==> config.mk <==
export PLATFORM = sky130hd
export DESIGN_NAME = mem_read_port_flat
export DESIGN_NICKNAME = d
export VERILOG_FILES = /design/src/rtl/mem_read_port_if.sv /design/src/rtl/mem_read_port.sv /design/src/flat_wrapper.sv
export SDC_FILE = /design/constraint.sdc
export NUM_CORES = 1
export LEC_CHECK = 0
export CORE_ASPECT_RATIO = 0.75
export CORE_MARGIN = 2
export CORE_UTILIZATION = 50
export CTS_CLUSTER_SIZE = 12
export DETAILED_ROUTE_END_ITERATION = 6
export GPL_ROUTABILITY_DRIVEN = 0
export PLACE_DENSITY = 0.81
export SETUP_SLACK_MARGIN = 0.15
export SLEW_MARGIN = 40
export SYNTH_ARGS = -nofsm -noshare
export SYNTH_HDL_FRONTEND = slang
export SYNTH_SLANG_ARGS = --single-unit
==> constraint.sdc <==
create_clock -name aclk -period 2.6 [get_ports aclk]
set_input_delay 0.52 -clock aclk [delete_from_list [all_inputs] [get_ports aclk]]
set_output_delay 0.52 -clock aclk [all_outputs]
set_load 0.01 [all_outputs]
==> src/rtl/mem_read_port_if.sv <==
// Request, RAM-side and response signals of one read agent's front-end.
//   slave  : view taken by mem_read_port
//   master : view taken by the read agent / RAM environment
// Signals:
//   req_valid/req_ready/req_addr           read-request handshake
//   rden/rdaddr/rddata/rdcollision         RAM read port
//   rsp_valid/rsp_ready/rsp_data/rsp_collision  response handshake
//   credits                                free response credits (status)
interface mem_read_port_if #(
  parameter int unsigned ADDR_WIDTH = 8,
  parameter int unsigned DATA_WIDTH = 32,
  parameter int unsigned FIFO_DEPTH = 4
);
  localparam int unsigned CW = $clog2(FIFO_DEPTH) + 1;

  logic                  req_valid;
  logic                  req_ready;
  logic [ADDR_WIDTH-1:0] req_addr;
  logic                  rden;
  logic [ADDR_WIDTH-1:0] rdaddr;
  logic [DATA_WIDTH-1:0] rddata;
  logic [1:0]            rdcollision;
  logic                  rsp_valid;
  logic                  rsp_ready;
  logic [DATA_WIDTH-1:0] rsp_data;
  logic [1:0]            rsp_collision;
  logic [CW-1:0]         credits;

  modport slave (
    input  req_valid, req_addr, rddata, rdcollision, rsp_ready,
    output req_ready, rden, rdaddr, rsp_valid, rsp_data, rsp_collision, credits
  );

  modport master (
    output req_valid, req_addr, rddata, rdcollision, rsp_ready,
    input  req_ready, rden, rdaddr, rsp_valid, rsp_data, rsp_collision, credits
  );
endinterface

==> src/rtl/mem_read_port.sv <==
// Per-agent read front-end for the multi-port RAM.
// Turns a valid/ready request stream into a registered rden/rdaddr strobe,
// tracks the fixed RAM read latency, and queues {rdcollision, rddata} in a
// first-word fall-through response FIFO. Credits bound the number of
// outstanding reads so a queued response can never be dropped.
// Ports:
//   aclk, aresetn  clock, asynchronous active-low reset
//   bus            mem_read_port_if.slave (request, RAM, response, credits)
module mem_read_port #(
  parameter int unsigned ADDR_WIDTH = 8,
  parameter int unsigned DATA_WIDTH = 32,
  parameter int unsigned RD_LATENCY = 1,
  parameter int unsigned FIFO_DEPTH = 4
) (
  input logic            aclk,
  input logic            aresetn,
  mem_read_port_if.slave bus
);

  localparam int unsigned CW = $clog2(FIFO_DEPTH) + 1;
  localparam int unsigned PW = (FIFO_DEPTH > 1) ? $clog2(FIFO_DEPTH) : 1;

  typedef struct packed {
    logic [1:0]            coll;
    logic [DATA_WIDTH-1:0] data;
  } rsp_entry_t;

  logic                  req_ready_q, req_ready_d;
  logic                  rden_q,      rden_d;
  logic [ADDR_WIDTH-1:0] rdaddr_q,    rdaddr_d;
  logic [RD_LATENCY-1:0] pipe_q,      pipe_d;
  logic [CW-1:0]         credits_q,   credits_d;
  logic [CW-1:0]         count_q,     count_d;
  logic                  rsp_valid_q, rsp_valid_d;
  logic [PW-1:0]         wr_ptr_q,    wr_ptr_d;
  logic [PW-1:0]         rd_ptr_q,    rd_ptr_d;
  rsp_entry_t            mem_q [FIFO_DEPTH];

  logic accept_c;
  logic pop_c;
  logic push_c;
  logic full_c;

  // Pointer advance with explicit wrap so non-power-of-two depths still work.
  function automatic logic [PW-1:0] ptr_inc(input logic [PW-1:0] p);
    return (p == PW'(FIFO_DEPTH - 1)) ? '0 : p + PW'(1);
  endfunction

  // Latency shift register: pipe[0] follows rden, then one stage per cycle.
  if (RD_LATENCY > 1) begin : g_pipe_shift
    always_comb pipe_d = {pipe_q[RD_LATENCY-2:0], rden_q};
  end else begin : g_pipe_single
    always_comb pipe_d = rden_q;
  end

  // Handshakes, credit accounting and FIFO bookkeeping.
  always_comb begin
    accept_c    = bus.req_valid & req_ready_q;
    pop_c       = rsp_valid_q & bus.rsp_ready;
    push_c      = pipe_q[RD_LATENCY-1];
    full_c      = (count_q == CW'(FIFO_DEPTH));

    rden_d      = accept_c;
    rdaddr_d    = accept_c ? bus.req_addr : rdaddr_q;

    credits_d   = credits_q;
    case ({accept_c, pop_c})
      2'b10:   credits_d = credits_q - CW'(1);
      2'b01:   credits_d = credits_q + CW'(1);
      default: credits_d = credits_q;
    endcase
    // Registered so req_ready has no combinational path from rsp_ready/req_valid.
    req_ready_d = (credits_d != '0);

    count_d     = count_q;
    case ({push_c, pop_c})
      2'b10:   count_d = count_q + CW'(1);
      2'b01:   count_d = count_q - CW'(1);
      default: count_d = count_q;
    endcase
    rsp_valid_d = (count_d != '0);

    wr_ptr_d    = push_c ? ptr_inc(wr_ptr_q) : wr_ptr_q;
    rd_ptr_d    = pop_c  ? ptr_inc(rd_ptr_q) : rd_ptr_q;
  end

  // Control state.
  always_ff @(posedge aclk or negedge aresetn) begin
    if (!aresetn) begin
      req_ready_q <= 1'b0;
      rden_q      <= 1'b0;
      rdaddr_q    <= '0;
      pipe_q      <= '0;
      credits_q   <= CW'(FIFO_DEPTH);
      count_q     <= '0;
      rsp_valid_q <= 1'b0;
      wr_ptr_q    <= '0;
      rd_ptr_q    <= '0;
    end else begin
      req_ready_q <= req_ready_d;
      rden_q      <= rden_d;
      rdaddr_q    <= rdaddr_d;
      pipe_q      <= pipe_d;
      credits_q   <= credits_d;
      count_q     <= count_d;
      rsp_valid_q <= rsp_valid_d;
      wr_ptr_q    <= wr_ptr_d;
      rd_ptr_q    <= rd_ptr_d;
    end
  end

  // Response storage; cleared on reset so an empty head reads as zero.
  always_ff @(posedge aclk or negedge aresetn) begin
    if (!aresetn) begin
      for (int i = 0; i < FIFO_DEPTH; i++) begin
        mem_q[i] <= '0;
      end
    end else if (push_c) begin
      mem_q[wr_ptr_q] <= '{coll: bus.rdcollision, data: bus.rddata};
    end
  end

  assign bus.req_ready     = req_ready_q;
  assign bus.rden          = rden_q;
  assign bus.rdaddr        = rdaddr_q;
  assign bus.rsp_valid     = rsp_valid_q;
  assign bus.rsp_data      = mem_q[rd_ptr_q].data;
  assign bus.rsp_collision = mem_q[rd_ptr_q].coll;
  assign bus.credits       = credits_q;

  // Credits make a full-FIFO push unreachable; catch any breach in simulation.
  a_no_push_when_full : assert property (
    @(posedge aclk) disable iff (!aresetn) !(push_c && full_c)
  ) else $error("mem_read_port: response pushed while FIFO full");

  a_credits_bounded : assert property (
    @(posedge aclk) disable iff (!aresetn) credits_q <= CW'(FIFO_DEPTH)
  ) else $error("mem_read_port: credits above FIFO_DEPTH");

endmodule

==> src/flat_wrapper.sv <==
// flat-port wrapper written by rule: the top's interface ports become plain ports
module mem_read_port_flat 
#(
  parameter int unsigned ADDR_WIDTH = 8,
  parameter int unsigned DATA_WIDTH = 32,
  parameter int unsigned RD_LATENCY = 1,
  parameter int unsigned FIFO_DEPTH = 4
)
  (aclk, aresetn, bus_req_valid, bus_req_addr, bus_rddata, bus_rdcollision, bus_rsp_ready, bus_req_ready, bus_rden, bus_rdaddr, bus_rsp_valid, bus_rsp_data, bus_rsp_collision, bus_credits);
  mem_read_port_if #(.ADDR_WIDTH(ADDR_WIDTH), .DATA_WIDTH(DATA_WIDTH), .FIFO_DEPTH(FIFO_DEPTH)) bus_i ();
  input logic aclk;
  input logic aresetn;
  input wire logic [$bits(bus_i.req_valid)-1:0] bus_req_valid;
  input wire logic [$bits(bus_i.req_addr)-1:0] bus_req_addr;
  input wire logic [$bits(bus_i.rddata)-1:0] bus_rddata;
  input wire logic [$bits(bus_i.rdcollision)-1:0] bus_rdcollision;
  input wire logic [$bits(bus_i.rsp_ready)-1:0] bus_rsp_ready;
  output wire logic [$bits(bus_i.req_ready)-1:0] bus_req_ready;
  output wire logic [$bits(bus_i.rden)-1:0] bus_rden;
  output wire logic [$bits(bus_i.rdaddr)-1:0] bus_rdaddr;
  output wire logic [$bits(bus_i.rsp_valid)-1:0] bus_rsp_valid;
  output wire logic [$bits(bus_i.rsp_data)-1:0] bus_rsp_data;
  output wire logic [$bits(bus_i.rsp_collision)-1:0] bus_rsp_collision;
  output wire logic [$bits(bus_i.credits)-1:0] bus_credits;
  assign bus_i.req_valid = bus_req_valid;
  assign bus_i.req_addr = bus_req_addr;
  assign bus_i.rddata = bus_rddata;
  assign bus_i.rdcollision = bus_rdcollision;
  assign bus_i.rsp_ready = bus_rsp_ready;
  assign bus_req_ready = bus_i.req_ready;
  assign bus_rden = bus_i.rden;
  assign bus_rdaddr = bus_i.rdaddr;
  assign bus_rsp_valid = bus_i.rsp_valid;
  assign bus_rsp_data = bus_i.rsp_data;
  assign bus_rsp_collision = bus_i.rsp_collision;
  assign bus_credits = bus_i.credits;
  mem_read_port #(.ADDR_WIDTH(ADDR_WIDTH), .DATA_WIDTH(DATA_WIDTH), .RD_LATENCY(RD_LATENCY), .FIFO_DEPTH(FIFO_DEPTH)) u_core (.aclk(aclk), .aresetn(aresetn), .bus(bus_i));
endmodule
==> results.json, run 1 <==
{
  "clock_latency_ps": 420,
  "r2r_setup_slack_ps": 620,
  "maxCapViolCount": 0,
  "synth-seq-cells": 158,
  "setup_viol": 0,
  "finalWorstPathRequiredPeriod_ps": 2426,
  "synthesis.area_um2": 6932,
  "finalMaxSlewViolations": 0,
  "ys.flop_type": "dfrtp_1",
  "synth_seq_area_share_pct": 57.06,
  "fin_skew_ps": 8.417,
  "synth_fp_nets": 457,
  "synth_top_area_cell": "dfrtp_1",
  "path_class": "reg2out",
  "rsz0062_at_grt": "true",
  "max_freq_mhz": 412.3,
  "dp.final_hpwl_mm": 8.625,
  "dp.cells": 660,
  "clock-sinks": 158,
  "initial_core_util_pct": 50.93,
  "synthTopCellsByArea": "dfrtp_1, mux2_1, mux4_2",
  "grt_pass1_vias": 4381,
  "instances_no_fill": 702,
  "vias": 3865,
  "synth_top_family_by_area": "multiplexers",
  "synth_area_per_cell_um2": 17.16,
  "drtIter0Drc": 173,
  "fin_tns_setup_ps": 0,
  "leakagePower_nw": 3.724,
  "path_clk_slew_ps": 60,
  "synthAdderAreaFrac_pct": 1.480,
  "die-area_um2": 14830,
  "die_height_um": 106.0,
  "synth-compound-area-share_pct": 0.5776,
  "hold_class": "in2async",
  "synthCells": 404,
  "drtAntennaViolNets": 0,
  "die_w_um": 140.0,
  "yosys-top-cells-count": "dfrtp_1, mux2_1, mux2_2",
  "crit_arrival_ps": 1910,
  "viasPerCell": 5.506,
  "htreeDepth": 4,
  "synth_edf_count": 0,
  "synthSimpleGateAreaFrac_pct": 1.733,
  "crit_path_start_kind": "flop",
  "num-fill-cells": 981,
  "crit_required_ps": 2080,
  "num_antenna_cells": 0,
  "reg2reg_depth": 6,
  "synthMuxAreaShare_pct": 35.22,
  "outcome": "finished, final reports clean",
  "first_pass_iters": 4,
  "seq_area_um2": 3958,
  "synthArstFlopShare_pct": 100.0,
  "tritoncts": "yes",
  "ys.warnings.count": 0,
  "grt_max_degree": 64,
  "yosysMostFrequentCell": "dfrtp_1",
  "tightest_slew_ps": 599.1,
  "clock_path_buffers": 2,
  "finish.utilization_pct": 64.23,
  "grt-ovfl-total": 0,
  "drive_gt1_share_pct": 30.36,
  "antenna_found_initial": 0,
  "area_growth_pct": 26.12,
  "avgRoutedWirePerCell_um": 19.82,
  "wl_mm": 13.91,
  "ys_types": 28,
  "power.density_nw_per_um2": 627.9,
  "multiInputGateArea_um2": 2774,
  "rows": 37,
  "reg2reg_to": "u_core.bus.rsp_valid",
  "synth.top_cell.area_share_pct": 56.68,
  "cts_hold_buf": 0,
  "path_max_fanout": 6,
  "clk_root_buffer_cell": "clkbuf_16",
  "rr_startpoint": "u_core.pipe_q",
  "grt_usage_pct": 20.53,
  "relSlewSlack_pct": 60.06,
  "end_kind": "primary output",
  "grt_pass1_wl_mm": 23.16,
  "final_net_count": 567,
  "route.detailed.drc": 0,
  "min_period_over_period_pct": 93.30,
  "core_um2": 13610,
  "io_buffers": 93,
  "hold_violations": 0,
  "synthXorXnorAreaFrac_pct": 0.9747,
  "cts_buffers": 17,
  "top_level_ports": 94,
  "peakVddDrop_uv": 510.8
}
final cells by class:
type,instances,share of cell area [%]
clock buffer,22,5.424
inverter,3,0.1288
timing repair buffer,113,13.38
tap,175,2.505
sequential,158,45.27
multi-input combinational,221,31.73
clock inverter,10,1.560
worst max-delay path, cell delays in order, from the launching register on:
cell,delay [ps]
dfrtp_2,410
bufbuf_16,290
mux4_2,500
dlygate4sd2_1,300
cell families (layout without fill, tap and decap cells):
family	Yosys count	count (layout)
multiplexers	183	183
XOR/XNOR	6	6
adder cells (fa/ha/maj)	7	7
buffers and inverters	25	148
AO/OA/AOI/OAI	6	6
AND/OR/NAND/NOR	19	19
flip-flops	158	158
state kept, by name (all words and copies together) (netlist names):
signal	flops
u_core.bus.rden	1
u_core.rd_ptr_q	2
u_core.mem_q	136
u_core.bus.req_ready	1
u_core.bus.rsp_valid	1
u_core.bus.rdaddr	8
u_core.pipe_q	1
u_core.count_q	3
u_core.wr_ptr_q	2
u_core.bus.credits	3
per-stage QoR:
| stage | area (µm²) | power, W | worst slack (ps) | hold slack [ps] |
|---|---|---|---|---|
| 2_1_floorplan | 6932 | 0.002779 | 611.6 | 224.4 |
| 3_3_place_gp | 8031 | 0.002989 | 395.7 | 361.3 |
| 3_5_place_dp | 8031 | 0.003014 | 308.4 | 361.1 |
| 4_1_cts | 8710 | 0.005551 | 57.17 | 113.8 |
| 5_1_grt | 8742 | 0.005707 | 105.3 | 134.8 |
| 6_report | 8742 | 0.005490 | 174.3 | 93.74 |
layer usage:
metal	vias up	global-route usage (%)	routed length [µm]
li1	1726	-	-
met1	2038	26.92	6173
met2	86	34.11	7012
met3	15	4.820	557
met4	0	7.143	171
met5	-	0	0
placed cells by master (no fill, tap or decap), drive strengths merged:
cell           netlist  layout
a21boi               1       1
a21o                 1       1
and2                 1       1
and3b                2       2
buf                 22      24
bufbuf               0       1
bufinv               0       3
clkbuf               0      27
clkdlybuf4s15        0      18
clkdlybuf4s50        0      58
clkinv               0       4
clkinvlp             0       3
dfrtp              157     157
dfstp                1       1
dlygate4sd2          0       7
fa                   2       2
ha                   5       5
inv                  3       3
mux2               147     147
mux2i                2       2
mux4                34      34
nand2                8       8
nand3                1       1
nor2                 3       3
nor3                 2       2
nor3b                2       2
o21ai                2       2
o21bai               2       2
xnor2                3       3
xor2                 3       3
what timing repair did:
| item | CTS | global route |
|---|---|---|
| endpoints found under the hold margin | 0 | 0 |
| setup buffers | 7 | 0 |
| gates resized for setup | 56 | 24 |
| setup endpoints to repair | 34 | 26 |
| cloned | 2 | 1 |
report_power, final:
group	leakage, nW	switching [W]	internal (W)
clock network	0.292	0.000958	0.00158
logic	1.55	0.000138	0.000188
registers	1.89	0.0000546	0.00257
total	3.72	0.00115	0.00434
how the worst max path moves through the flow:
stage	start	to	slack, ps
2_1_floorplan	bus_req_valid	u_core.bus.req_ready	610
3_3_place_gp	u_core.rd_ptr_q[0]	bus_rsp_data[3]	400
3_5_place_dp	bus_req_valid	u_core.bus.req_ready	310
4_1_cts	u_core.rd_ptr_q[0]	bus_rsp_data[3]	60
5_1_grt	u_core.rd_ptr_q[0]	bus_rsp_data[5]	110
6_report	u_core.rd_ptr_q[0]	bus_rsp_data[11]	170
Power figures use the tool's default switching activity.
==> run 2: changes to the inputs <==
--- a/config.mk
+++ b/config.mk
@@ -7,11 +7,11 @@
 export LEC_CHECK = 0
 export CORE_ASPECT_RATIO = 0.75
 export CORE_MARGIN = 2
-export CORE_UTILIZATION = 50
+export CORE_UTILIZATION = 55
 export CTS_CLUSTER_SIZE = 12
 export DETAILED_ROUTE_END_ITERATION = 6
 export GPL_ROUTABILITY_DRIVEN = 0
-export PLACE_DENSITY = 0.81
+export PLACE_DENSITY = 0.87
 export SETUP_SLACK_MARGIN = 0.15
 export SLEW_MARGIN = 40
 export SYNTH_ARGS = -nofsm -noshare
==> results.json, run 2 (same netlist as run 1, synthesis figures left out) <==
{
  "clk_root_buffer_cell": "clkbuf_16",
  "die-area_um2": 13530,
  "maxCapViolCount": 0,
  "layout_commonest_cell": "dfrtp_1",
  "instances_no_fill": 690,
  "num-fill-cells": 794,
  "core_um2": 12310,
  "dp.final_hpwl_mm": 8.543,
  "clock-sinks": 158,
  "design_area_um2": 8683,
  "fin_tns_setup_ps": 0,
  "clock_path_buffers": 2,
  "grt-ovfl-total": 0,
  "path_max_fanout": 7,
  "io_buffers": 93,
  "multiInputGateArea_um2": 2774,
  "finalMaxSlewViolations": 0,
  "grt_usage_pct": 22.19,
  "viasPerCell": 5.636,
  "largest_reg_flops": 136,
  "clock_latency_ps": 410,
  "first_pass_iters": 5,
  "largest-register": "u_core.mem_q",
  "relSlewSlack_pct": 57.95,
  "area_growth_pct": 25.27,
  "initial_core_util_pct": 56.33,
  "crit_slowest_cell": "mux4_2",
  "wl_mm": 13.84,
  "seq_area_um2": 3958,
  "reg2reg_depth": 6,
  "cts_hold_buf": 0,
  "r2r_setup_slack_ps": 640,
  "path_clk_slew_ps": 60,
  "drtIter0Drc": 195,
  "rsz0062_at_grt": "true",
  "vias": 3889,
  "antenna_found_initial": 0,
  "crit_required_ps": 2080,
  "final_net_count": 564,
  "cts_buffers": 17,
  "grt_max_degree": 70,
  "crit_path_cell_trace": "buf_12 > buf_12 > mux4_2 > dlygate4sd2_1",
  "die_height_um": 101.2,
  "setup_viol": 0,
  "min_period_over_period_pct": 92.63,
  "dp.cells": 651,
  "fin_skew_ps": 9.109,
  "rows": 35,
  "hold_class": "in2async",
  "die_w_um": 133.6,
  "reg2reg_to": "u_core.bus.rsp_valid",
  "hold_ws_ps": 119.6,
  "hold_violations": 0,
  "path_class": "reg2out",
  "drtAntennaViolNets": 0,
  "avgRoutedWirePerCell_um": 20.06,
  "grt_pass1_wl_mm": 22.79,
  "grt_pass1_vias": 4271,
  "critPathMaxStageDelay_ps": 480,
  "power.density_nw_per_um2": 615.5,
  "crit_path_start_kind": "flop",
  "route.detailed.drc": 0,
  "cp_num_buf_inv": 3,
  "finalWorstPathRequiredPeriod_ps": 2408,
  "max_freq_mhz": 415.2,
  "tightest_slew_ps": 630.8,
  "htreeDepth": 4,
  "end_kind": "primary output",
  "leakagePower_nw": 3.711,
  "final_cell_mix": "dfrtp_1, mux2_1, clkdlybuf4s50_1",
  "cpMostUsedCell": "buf_12",
  "place_area_um2": 8008,
  "cp_top_family": "buffers and inverters",
  "drive_gt1_share_pct": 29.77,
  "tritoncts": "yes",
  "crit_arrival_ps": 1890,
  "top_level_ports": 94,
  "num_antenna_cells": 0,
  "peakVddDrop_uv": 509.4,
  "outcome": "finished, final reports clean",
  "rr_startpoint": "u_core.pipe_q"
}
-- run 2: cell count changes in the layout (fill, tap and decap cells not counted), moves of 2 or more --
cell,delta
buf_4,-2
bufinv_16,-2
clkbuf_2,-3
clkbuf_8,-2
clkinv_2,-2
dlymetal6s2s_1,+3
inv_6,+6
-- run 2: final cells by class --
| type | instances | area share (%) |
|---|---|---|
| multi-input combinational | 221 | 31.95 |
| inverter | 3 | 0.1297 |
| timing repair buffer | 110 | 13.39 |
| sequential | 158 | 45.58 |
| tap | 166 | 2.392 |
| clock inverter | 13 | 1.470 |
| clock buffer | 19 | 5.101 |
-- run 2: where the power goes --
group	leakage (nW)	internal (W)	switching, W
clock network	0.272	0.00136	0.00103
logic	1.55	0.000190	0.000139
registers	1.89	0.00257	0.0000557
-- run 2: per-layer routing --
metal | up-vias | part of all wire (%) | global-route usage (%)
met5 | - | 0 | 0
met2 | 105 | 50 | 37.07
li1 | 1710 | - | -
met3 | 4 | 4.4 | 5.205
met1 | 2070 | 45 | 29.64
met4 | 0 | 0.53 | 6.710
-- run 2: metrics by stage --
stage | utilization, % | total power (W) | setup WS [ps]
after floorplan | - | 0.002779 | 611.6
after detailed placement | 65.07 | 0.003015 | 306.0
after CTS | 69.98 | 0.005378 | 39.20
final | 70.56 | 0.005345 | 191.5
after global routing | 70.56 | 0.005539 | 123.7
after global placement | 65.07 | 0.002988 | 399.6
-- run 2: worst max path at each step --
stage,start,endpoint,slack (ps),cells past startpoint
2_1_floorplan,bus_req_valid,u_core.bus.req_ready,610,8
3_3_place_gp,bus_req_valid,u_core.bus.req_ready,400,8
3_5_place_dp,bus_req_valid,u_core.bus.req_ready,310,8
4_1_cts,u_core.rd_ptr_q[0],bus_rsp_data[8],40,3
5_1_grt,u_core.rd_ptr_q[0],bus_rsp_data[13],120,4
6_report,u_core.rd_ptr_q[0],bus_rsp_data[13],190,4
-- run 2: repair_timing --
action                                  in CTS  in global routing
buffers inserted                             2                  2
endpoints found under the setup margin      34                 22
gates cloned                                 2                  1
gates resized for setup                     52                 24
-- run 2: worst register-to-register path, cell delays in order, from the launching register on --
cell      delay, ps
dfrtp_1         710
nor2_1          140
fa_1            400
and2_1          170
mux2i_1         170
xnor2_1         100
o21bai_1        150
==> run 3: changes to the inputs <==
--- a/config.mk
+++ b/config.mk
@@ -13,7 +13,6 @@
 export GPL_ROUTABILITY_DRIVEN = 0
 export PLACE_DENSITY = 0.87
 export SETUP_SLACK_MARGIN = 0.15
-export SLEW_MARGIN = 40
 export SYNTH_ARGS = -nofsm -noshare
 export SYNTH_HDL_FRONTEND = slang
 export SYNTH_SLANG_ARGS = --single-unit
==> results of run 3 <==
No change in the layout: final DEF, timing and power equal those of run 2.
